### src/rtl/quiz_round_controller.sv
// quiz_round_controller
// Fastest-finger-first round sequencer: synchronizes and edge-detects the
// contestant buzzers, picks the lowest-index new press while armed, runs a
// bounded answer window for the winner, applies host verdicts, tracks
// per-round lockouts (wrong answers, timeouts, false starts) and keeps a
// saturating score per contestant.

module quiz_round_controller #(
    parameter int N_USERS       = 4,
    parameter int ANSWER_CYCLES = 1000,
    parameter int SCORE_W       = 8
) (
    input  logic                         clk,
    input  logic                         rst,
    input  logic                         start_round,
    input  logic [N_USERS-1:0]           buzzer,
    input  logic                         verdict_valid,
    input  logic                         verdict_correct,
    output logic                         armed,
    output logic [N_USERS-1:0]           winner,
    output logic                         winner_valid,
    output logic [N_USERS-1:0]           lockout,
    output logic                         timeout,
    output logic                         round_done,
    output logic [N_USERS*SCORE_W-1:0]   scores
);

    localparam int CNT_W = $clog2(ANSWER_CYCLES);
    localparam int IDX_W = $clog2(N_USERS);

    typedef enum logic [1:0] {
        S_IDLE,
        S_ARMED,
        S_ANSWER,
        S_CLOSE
    } state_t;

    state_t                           state;
    logic [N_USERS-1:0]               sync1;
    logic [N_USERS-1:0]               sync2;
    logic [N_USERS-1:0]               sync2_d;
    logic [N_USERS-1:0]               rise;
    logic [N_USERS-1:0]               cand;
    logic [N_USERS-1:0]               pick_oh;
    logic [IDX_W-1:0]                 pick_idx;
    logic [IDX_W-1:0]                 win_idx;
    logic [N_USERS-1:0]               false_start;
    logic [N_USERS-1:0]               lock_after_miss;
    logic [CNT_W-1:0]                 cnt;
    logic [N_USERS-1:0][SCORE_W-1:0]  score_r;

    assign rise            = sync2 & ~sync2_d;
    assign cand            = rise & ~lockout;
    assign lock_after_miss = lockout | winner;
    assign scores          = score_r;

    // Two-flop synchronizer plus one delay stage for rising-edge detection.
    always_ff @(posedge clk or posedge rst) begin
        if (rst) begin
            sync1   <= '0;
            sync2   <= '0;
            sync2_d <= '0;
        end else begin
            sync1   <= buzzer;
            sync2   <= sync1;
            sync2_d <= sync2;
        end
    end

    // Lowest-index priority pick among eligible new presses.
    always_comb begin
        pick_oh  = '0;
        pick_idx = '0;
        for (int i = N_USERS - 1; i >= 0; i--) begin
            if (cand[i]) begin
                pick_oh    = '0;
                pick_oh[i] = 1'b1;
                pick_idx   = IDX_W'(i);
            end
        end
    end

    // Round FSM with registered outputs, answer timer and score update.
    always_ff @(posedge clk or posedge rst) begin
        if (rst) begin
            state        <= S_IDLE;
            armed        <= 1'b0;
            winner       <= '0;
            winner_valid <= 1'b0;
            win_idx      <= '0;
            lockout      <= '0;
            false_start  <= '0;
            timeout      <= 1'b0;
            round_done   <= 1'b0;
            cnt          <= '0;
            score_r      <= '0;
        end else begin
            timeout    <= 1'b0;
            round_done <= 1'b0;
            case (state)
                S_IDLE: begin
                    if (start_round) begin
                        // Presses seen while idle (this cycle included) stay barred.
                        lockout     <= false_start | rise;
                        false_start <= '0;
                        armed       <= 1'b1;
                        state       <= S_ARMED;
                    end else begin
                        lockout     <= lockout | rise;
                        false_start <= false_start | rise;
                    end
                end
                S_ARMED: begin
                    if (|cand) begin
                        winner       <= pick_oh;
                        win_idx      <= pick_idx;
                        winner_valid <= 1'b1;
                        armed        <= 1'b0;
                        cnt          <= CNT_W'(ANSWER_CYCLES - 1);
                        state        <= S_ANSWER;
                    end
                end
                S_ANSWER: begin
                    cnt <= cnt - CNT_W'(1);
                    if (verdict_valid && verdict_correct) begin
                        if (!(&score_r[win_idx])) begin
                            score_r[win_idx] <= score_r[win_idx] + SCORE_W'(1);
                        end
                        state <= S_CLOSE;
                    end else if (verdict_valid || (cnt == '0)) begin
                        // A verdict on the expiry cycle wins over the timeout.
                        timeout <= ~verdict_valid;
                        lockout <= lock_after_miss;
                        if (&lock_after_miss) begin
                            state <= S_CLOSE;
                        end else begin
                            winner       <= '0;
                            winner_valid <= 1'b0;
                            armed        <= 1'b1;
                            state        <= S_ARMED;
                        end
                    end
                end
                S_CLOSE: begin
                    round_done   <= 1'b1;
                    winner       <= '0;
                    winner_valid <= 1'b0;
                    state        <= S_IDLE;
                end
                default: begin
                    state <= S_IDLE;
                end
            endcase
        end
    end

endmodule

### config.mk
export PLATFORM = sky130hd
export DESIGN_NAME = quiz_round_controller
export DESIGN_NICKNAME = d
export VERILOG_FILES = /design/src/rtl/quiz_round_controller.sv
export SDC_FILE = /design/constraint.sdc
export NUM_CORES = 1
export LEC_CHECK = 0
export CELL_PAD_IN_SITES_DETAIL_PLACEMENT = 1
export CELL_PAD_IN_SITES_GLOBAL_PLACEMENT = 1
export CORE_ASPECT_RATIO = 0.9
export CORE_MARGIN = 1.5
export CORE_UTILIZATION = 45
export CTS_BUF_LIST = sky130_fd_sc_hd__clkbuf_4
export DETAILED_ROUTE_END_ITERATION = 16
export PLACE_DENSITY_LB_ADDON = 0.2
export SETUP_SLACK_MARGIN = 0.5
export SLEW_MARGIN = 20
export SYNTH_ARGS = -nofsm -noshare
export SYNTH_HDL_FRONTEND = slang
export SYNTH_SLANG_ARGS = --single-unit
export TNS_END_PERCENT = 100
### constraint.sdc
create_clock -name clk -period 3.2 [get_ports clk]
set_input_delay 0.64 -clock clk [delete_from_list [all_inputs] [get_ports clk]]
set_output_delay 0.64 -clock clk [all_outputs]
set_load 0.05 [all_outputs]
==> impl_metrics.csv <==
group,metric,value,unit
setup_path,critical-path-top-delay-family,"multiplexers",
global_routing,grt_pass1_wl,14200,um
yosys,synthArstFlopShare,1.000,
final_layout,n_antenna_cell,0,
yosys,synthXorXnorAreaFrac,0.01512,
yosys,seq_area_frac_synth,0.5328,
yosys,synth_edf_count,0,
power,power.density,705.1,mW/mm^2
floorplan,die-area,0.008261,sq mm
global_routing,antenna_found_initial,0,
timing,fmax,0.3954,GHz
power,pwr-share-clk,0.212,
power,max-vdd-ir-drop,351.8,uV
setup_path,end_kind,"flop",
power,leakage,0.001854,uW
yosys,ys.flop_type,"dfrtp_1",
worst_hold_path,holdPathStages,0,
setup_path,startpoint_type,"flop",
yosys,synth-simple-area-share,0.1105,
clock_network,cts_buffer_depth,2,
power,netSwitchingFraction,0.4040,
clock_network,clockRootBuffer,"clkbuf_4",
detailed_routing,dr.pass1.iters,4,
clock_network,cts_tree,"built",
yosys,synth_compound_area_frac,0.1350,
setup_path,r2r_cells,5,
place,gp_congestion,0.7585,
setup_path,crit_chain,"mux4_1 > ha_1 > nand3_2 > o2111ai_4 > mux2_2",
setup_path,worstPathArrival,2.84,ns
yosys,synthAdderAreaFrac,0.007199,
detailed_routing,wirelength,8572,um
timing,slew_violations,0,
clock_network,cts_setup_buffers,0,
global_routing,grtUsageTotal,0.2280,
final_layout,multi_input_area,0.001526,sq mm
global_routing,grt_pass1_vias,2725,
final_layout,final_util,0.5687,
power,p_int,1794,uW
timing,finalSetupTns,0,ns
timing,setup_violations,0,
final_layout,seqCellArea,0.001853,sq mm
detailed_routing,vias,2519,
clock_network,cts.sinks,74,
power,pwr-share-seq,0.429,
setup_path,cpMaxStageDelayCell,"dfrtp_2",
yosys,synth_top_area_cell,"dfrtp_1",
yosys,synth_mux_area_frac,0.1584,
timing,final-hold-violation-count,0,
clock_network,cts_made_buffers,9,
run,maxCapViolations,0,
timing,min_period,2.529,ns
worst_hold_path,hold_path.class,"reg -> reg",
setup_path,r2r-start,"win_idx[1]",
yosys,synth_nets,295,
place,dp_hpwl,5971,um
final_layout,drive_gt1_frac,0.1633,
clock_network,htreeDepth,3,
clock_network,clk_pin_slew_worst_paths,0.12,ns
setup_path,worst-r2r-setup-slack,0.67,ns
power,pwr-share-comb,0.359,
yosys,yosys_warnings,0,
detailed_routing,drc,0,
clock_network,worstSkewPairLatency,0.42,ns
floorplan,core,0.007507,sq mm
detailed_routing,viasPerCell,5.738,
detailed_routing,drtIter0Drc,108,
timing,fin_worst_skew,0.01231,ns
setup_path,critical_path_class,"reg -> reg",
timing,rsz0062_at_grt,"no",
yosys,synth_top_family_by_area,"multiplexers",
floorplan,ios,53,
timing,slew-limit-headroom,0.4034,
floorplan,initial_core_util,0.4630,
power,p_sw,1216,uW
detailed_routing,drtAntennaViolNets,0,
yosys,yosys-top-cells-area,"dfrtp_1 53%, mux2_4 6.9%, o21ai_0 3.3%",
yosys,netlist_area,0.003476,sq mm
setup_path,critical_path.max_stage_delay,0.61,ns
setup_path,required,3.51,ns
yosys,synth_cells,284,
floorplan,die_h,86.38,um
floorplan,rows,30,
setup_path,critPathMaxFanout,11,
worst_hold_path,min_from,"sync1[2]",
global_routing,grt-ovfl-total,0,
yosys,syn_avg_cell_area,12.24,sq um
yosys,synth_top_area_frac,0.5328,
global_routing,grt_max_degree,46,
timing,period_share,0.7904,
final_layout,nets,350,
floorplan,die_w,95.64,um
final_layout,area_growth,22.82,%
worst_hold_path,hold_path_end,"sync2[2]",
final_layout,fillers,790,
yosys,synth_seq_cells,74,
detailed_routing,wl_per_cell,19.53,um
status,status,"completed",
place,port_buffers,52,
yosys,yosysUniqueCellTypes,52,
setup_path,r2r-end,"scores[22]",
timing,tightest_slew,0.8916,ns
setup_path,path_buf_inv,0,
[worst max path at each step]
stage,startpoint,slack [ns],cells after the start,endpoint
after floorplan,rst,0.68,1,armed
after global placement,win_idx[1],0.65,4,scores[17]
after detailed placement,win_idx[1],0.50,5,scores[22]
after CTS,win_idx[1],0.46,5,scores[22]
after global routing,win_idx[1],0.55,5,scores[22]
final,win_idx[1],0.67,5,scores[22]
[power by group through the flow]
| stage | clock, uW | sequential (uW) | combinational (uW) |
|---|---|---|---|
| final | 637 | 1290 | 1080 |
| after global routing | 694 | 1320 | 1170 |
| after CTS | 657 | 1280 | 1070 |
| after detailed placement | 0 | 1300 | 1070 |
| after global placement | 0 | 1290 | 1030 |
| after floorplan | 0 | 1480 | 532 |
[flip-flops by register name, indices dropped and copies added, names as in the netlist]
register	flops
armed	1
cnt	10
false_start	4
lockout	4
round_done	1
scores	32
state	2
sync1	4
sync2	4
sync2_d	4
timeout	1
win_idx	2
winner	4
winner_valid	1
[area by class of cell]
class                      instances  area share
clock buffer                       9     0.01583
tap                               96     0.02814
clock inverter                     6     0.01934
timing repair buffer              56      0.1319
multi-input combinational        183      0.3576
inverter                          15     0.01319
sequential                        74      0.4341
[timing repair]
item	4_1_cts	5_1_grt
resized for setup	0	5
endpoints found under the hold margin	0	0
setup endpoints to repair	2	26
hold buffers	0	0
[synth_stat cells (5+ instances only)]
| master | instances |
|---|---|
| dfrtp_1 | 74 |
| nand2_1 | 23 |
| o21ai_0 | 23 |
| mux2_4 | 16 |
| inv_1 | 15 |
| nor2_1 | 13 |
| a21oi_1 | 11 |
| a31oi_1 | 8 |
| mux2i_1 | 7 |
| buf_6 | 5 |
| clkbuf_1 | 5 |
| nor3_1 | 5 |
| nor3b_1 | 5 |
[stage by stage]
stage               setup WS [ns]  hold slack, ns  cells  power [uW]  area [sq um]
floorplan                  0.6784          0.3312    284        2015          3476
global placement           0.6466          0.3335    424        2323          4073
detailed placement         0.5050          0.3465    424        2369          4073
CTS                        0.4626          0.3752    439        3015          4223
global route               0.5499          0.3769    439        3181          4269
finish                     0.6706          0.3687    439        3010          4269
[kinds of logic (layout without fill, tap and decap cells)]
logic type,count (synthesis),after routing
compound gates,69,69
xor+xnor,6,6
fa+ha+maj,2,2
buf+inv,27,86
flops,74,74
mux,35,35
simple gates,71,71
[worst reg2reg max path, stage by stage (launching register included)]
cell       delay, ns
dfrtp_2         0.61
mux4_1          0.35
ha_1            0.31
nand3_2         0.24
o2111ai_4       0.51
mux2_2          0.40
[per-layer routing]
layer	vias to the layer above	global-route usage	wire (um)
met2	37	0.3540	4232
met1	1309	0.3190	3995
met5	-	0	0
met3	11	0.04474	212
li1	1162	-	-
met4	0	0.08021	131
[cell usage in the layout, fill, tap and decap left out, drive strengths merged, types with 3 or more instances in the layout]
| master | count |
|---|---|
| dfrtp | 74 |
| clkdlybuf4s50 | 52 |
| o21ai | 24 |
| nand2 | 23 |
| mux2 | 20 |
| inv | 15 |
| nor2 | 13 |
| a21oi | 11 |
| clkbuf | 9 |
| a31oi | 8 |
| mux4 | 8 |
| mux2i | 7 |
| nor3b | 5 |
| nor3 | 5 |
| nand3 | 5 |
| nor4 | 5 |
| o2111ai | 4 |
| a32oi | 4 |
| buf | 4 |
| xnor2 | 3 |
| nor2b | 3 |
| xor2 | 3 |
| a22o | 3 |
(Power assumes the default switching activity.)
==> RTL edit: new RTL, same flow settings <==
Set the parameter `SCORE_W` to 6 (it was 8).
--- a/src/rtl/quiz_round_controller.sv
+++ b/src/rtl/quiz_round_controller.sv
@@ -10,3 +10,3 @@
     parameter int ANSWER_CYCLES = 1000,
-    parameter int SCORE_W       = 8
+    parameter int SCORE_W       = 6
 ) (
Interface: changed (resized scores); port bits go from 53 to 45. No check against the original RTL was run, so the function may have changed too.
==> RTL edit against the original RTL <==
- sequential cell count fell by 8
- global-route usage rose by 0.59 points
- power rose by 16%
- worst setup slack got worse by 4.9 ps
- final area fell by 14%
- area after synthesis fell by 15%
- wire length fell by 16%
- critical path type unchanged
- largest power group is now combinational logic
==> RTL edit: results (changes against the original RTL) <==
metric;value;unit;change
Relative slew margins;56.87;%;+17 points
proportion of final cell area spent on non-clock buffers;12.86;%;-0.33 points
Placed Instances;387;;-8.7%
adder and majority gate portion of the synthesized area;0.8435;%;+0.12 points
most frequent cells after synthesis;sky130_fd_sc_hd__dfrtp_1 (66), sky130_fd_sc_hd__nor2_1 (25), sky130_fd_sc_hd__a21oi_1 (21);;
fin cells;403;;-8.2%
share of final-layout standard cells stronger than drive strength 1;14.24;%;-2.1 points
share of the final layout cell area in sequential cells;45.16;%;+1.8 points
mean instance size in the synthesized netlist;11.41;µm²;-6.8%
global-route wire length before repair;12240;µm;-14%
end of the worst register-to-register path;scores[1];;
worst hold slack after final layout;359.6;ps;-9.177 ps
area post-placement;0.003497;mm²;-14%
pin count of the biggest net entering global routing;32;;-30%
synth top area cells;sky130_fd_sc_hd__dfrtp_1 (56%), sky130_fd_sc_hd__mux4_2 (3.8%), sky130_fd_sc_hd__a21oi_1 (3.5%);;
area fraction of clock buffers and clock inverters;4.379;%;+0.86 points
post-synthesis mux area share;7.971;%;-7.9 points
area of the mapped netlist;0.002967;mm²;-15%
met2 usage in global routing;37.02;%;+1.6 points
Routability Congestion;0.7956;;+4.9%
area of the multi-input gates;0.001251;mm²;-18%
total length of routed met2 wires;3465;µm;-18%
cell area after layout;0.003657;mm²;-14%
pre-CTS setup slack;656.7;ps;+151.7 ps
fraction of met1 tracks used by global routing;31.71;%;-0.19 points
Starting DRT DRC Count;99;;-8.3%
number of inserted filler cells in the final layout;667;;-16%
register area share after synthesis;55.67;%;+2.4 points
status;finished clean;;
compound-gate portion of the synthesized area;15.73;%;+2.2 points
max FFs per register;24;;-25%
power share of the combinational group;43.8;%;+7.9 points
GRT Total Usage;23.39;%;+0.59 points
switching share of power;44.53;%;+4.1 points
Static Leakage;1.509;nW;-19%
count of plain and timing-repair buffers in the layout;48;;-14%
via count of the first global-routing pass;2447;;-10%
R2R Path Start;win_idx[0];;
maximum ir drop on the vdd rail;0.6275;mV;+78%
num sequential;66;;-11%
Clock Skew;11.53;ps;-0.7801 ps
count of input and output buffers;44;;-15%
-- RTL edit: cell count changes after synthesis, sizes merged, moves of 7 or more --
cell   before  now
a21oi      11   21
dfrtp      74   66
inv        15    4
mux2       20    8
mux2i       7    0
nor2       13   25
-- RTL edit: worst max-delay path by stage --
stage                       start        end  slack [ps]  cells after the start
floorplan                     rst      armed         910                      1
global placement    verdict_valid  scores[1]         720                      5
detailed placement     win_idx[0]  scores[1]         660                      5
CTS                    win_idx[0]  scores[1]         650                      5
global route           win_idx[0]  scores[1]         520                      5
finish                 win_idx[0]  scores[1]         670                      5
-- RTL edit: worst max-delay path, stage by stage, from the launching register on --
cell and delay (ps):
sky130_fd_sc_hd__dfrtp_1 680, sky130_fd_sc_hd__mux4_2 610, sky130_fd_sc_hd__ha_1 280, sky130_fd_sc_hd__nand2_2 130, sky130_fd_sc_hd__o21a_1 400, sky130_fd_sc_hd__mux2_4 340
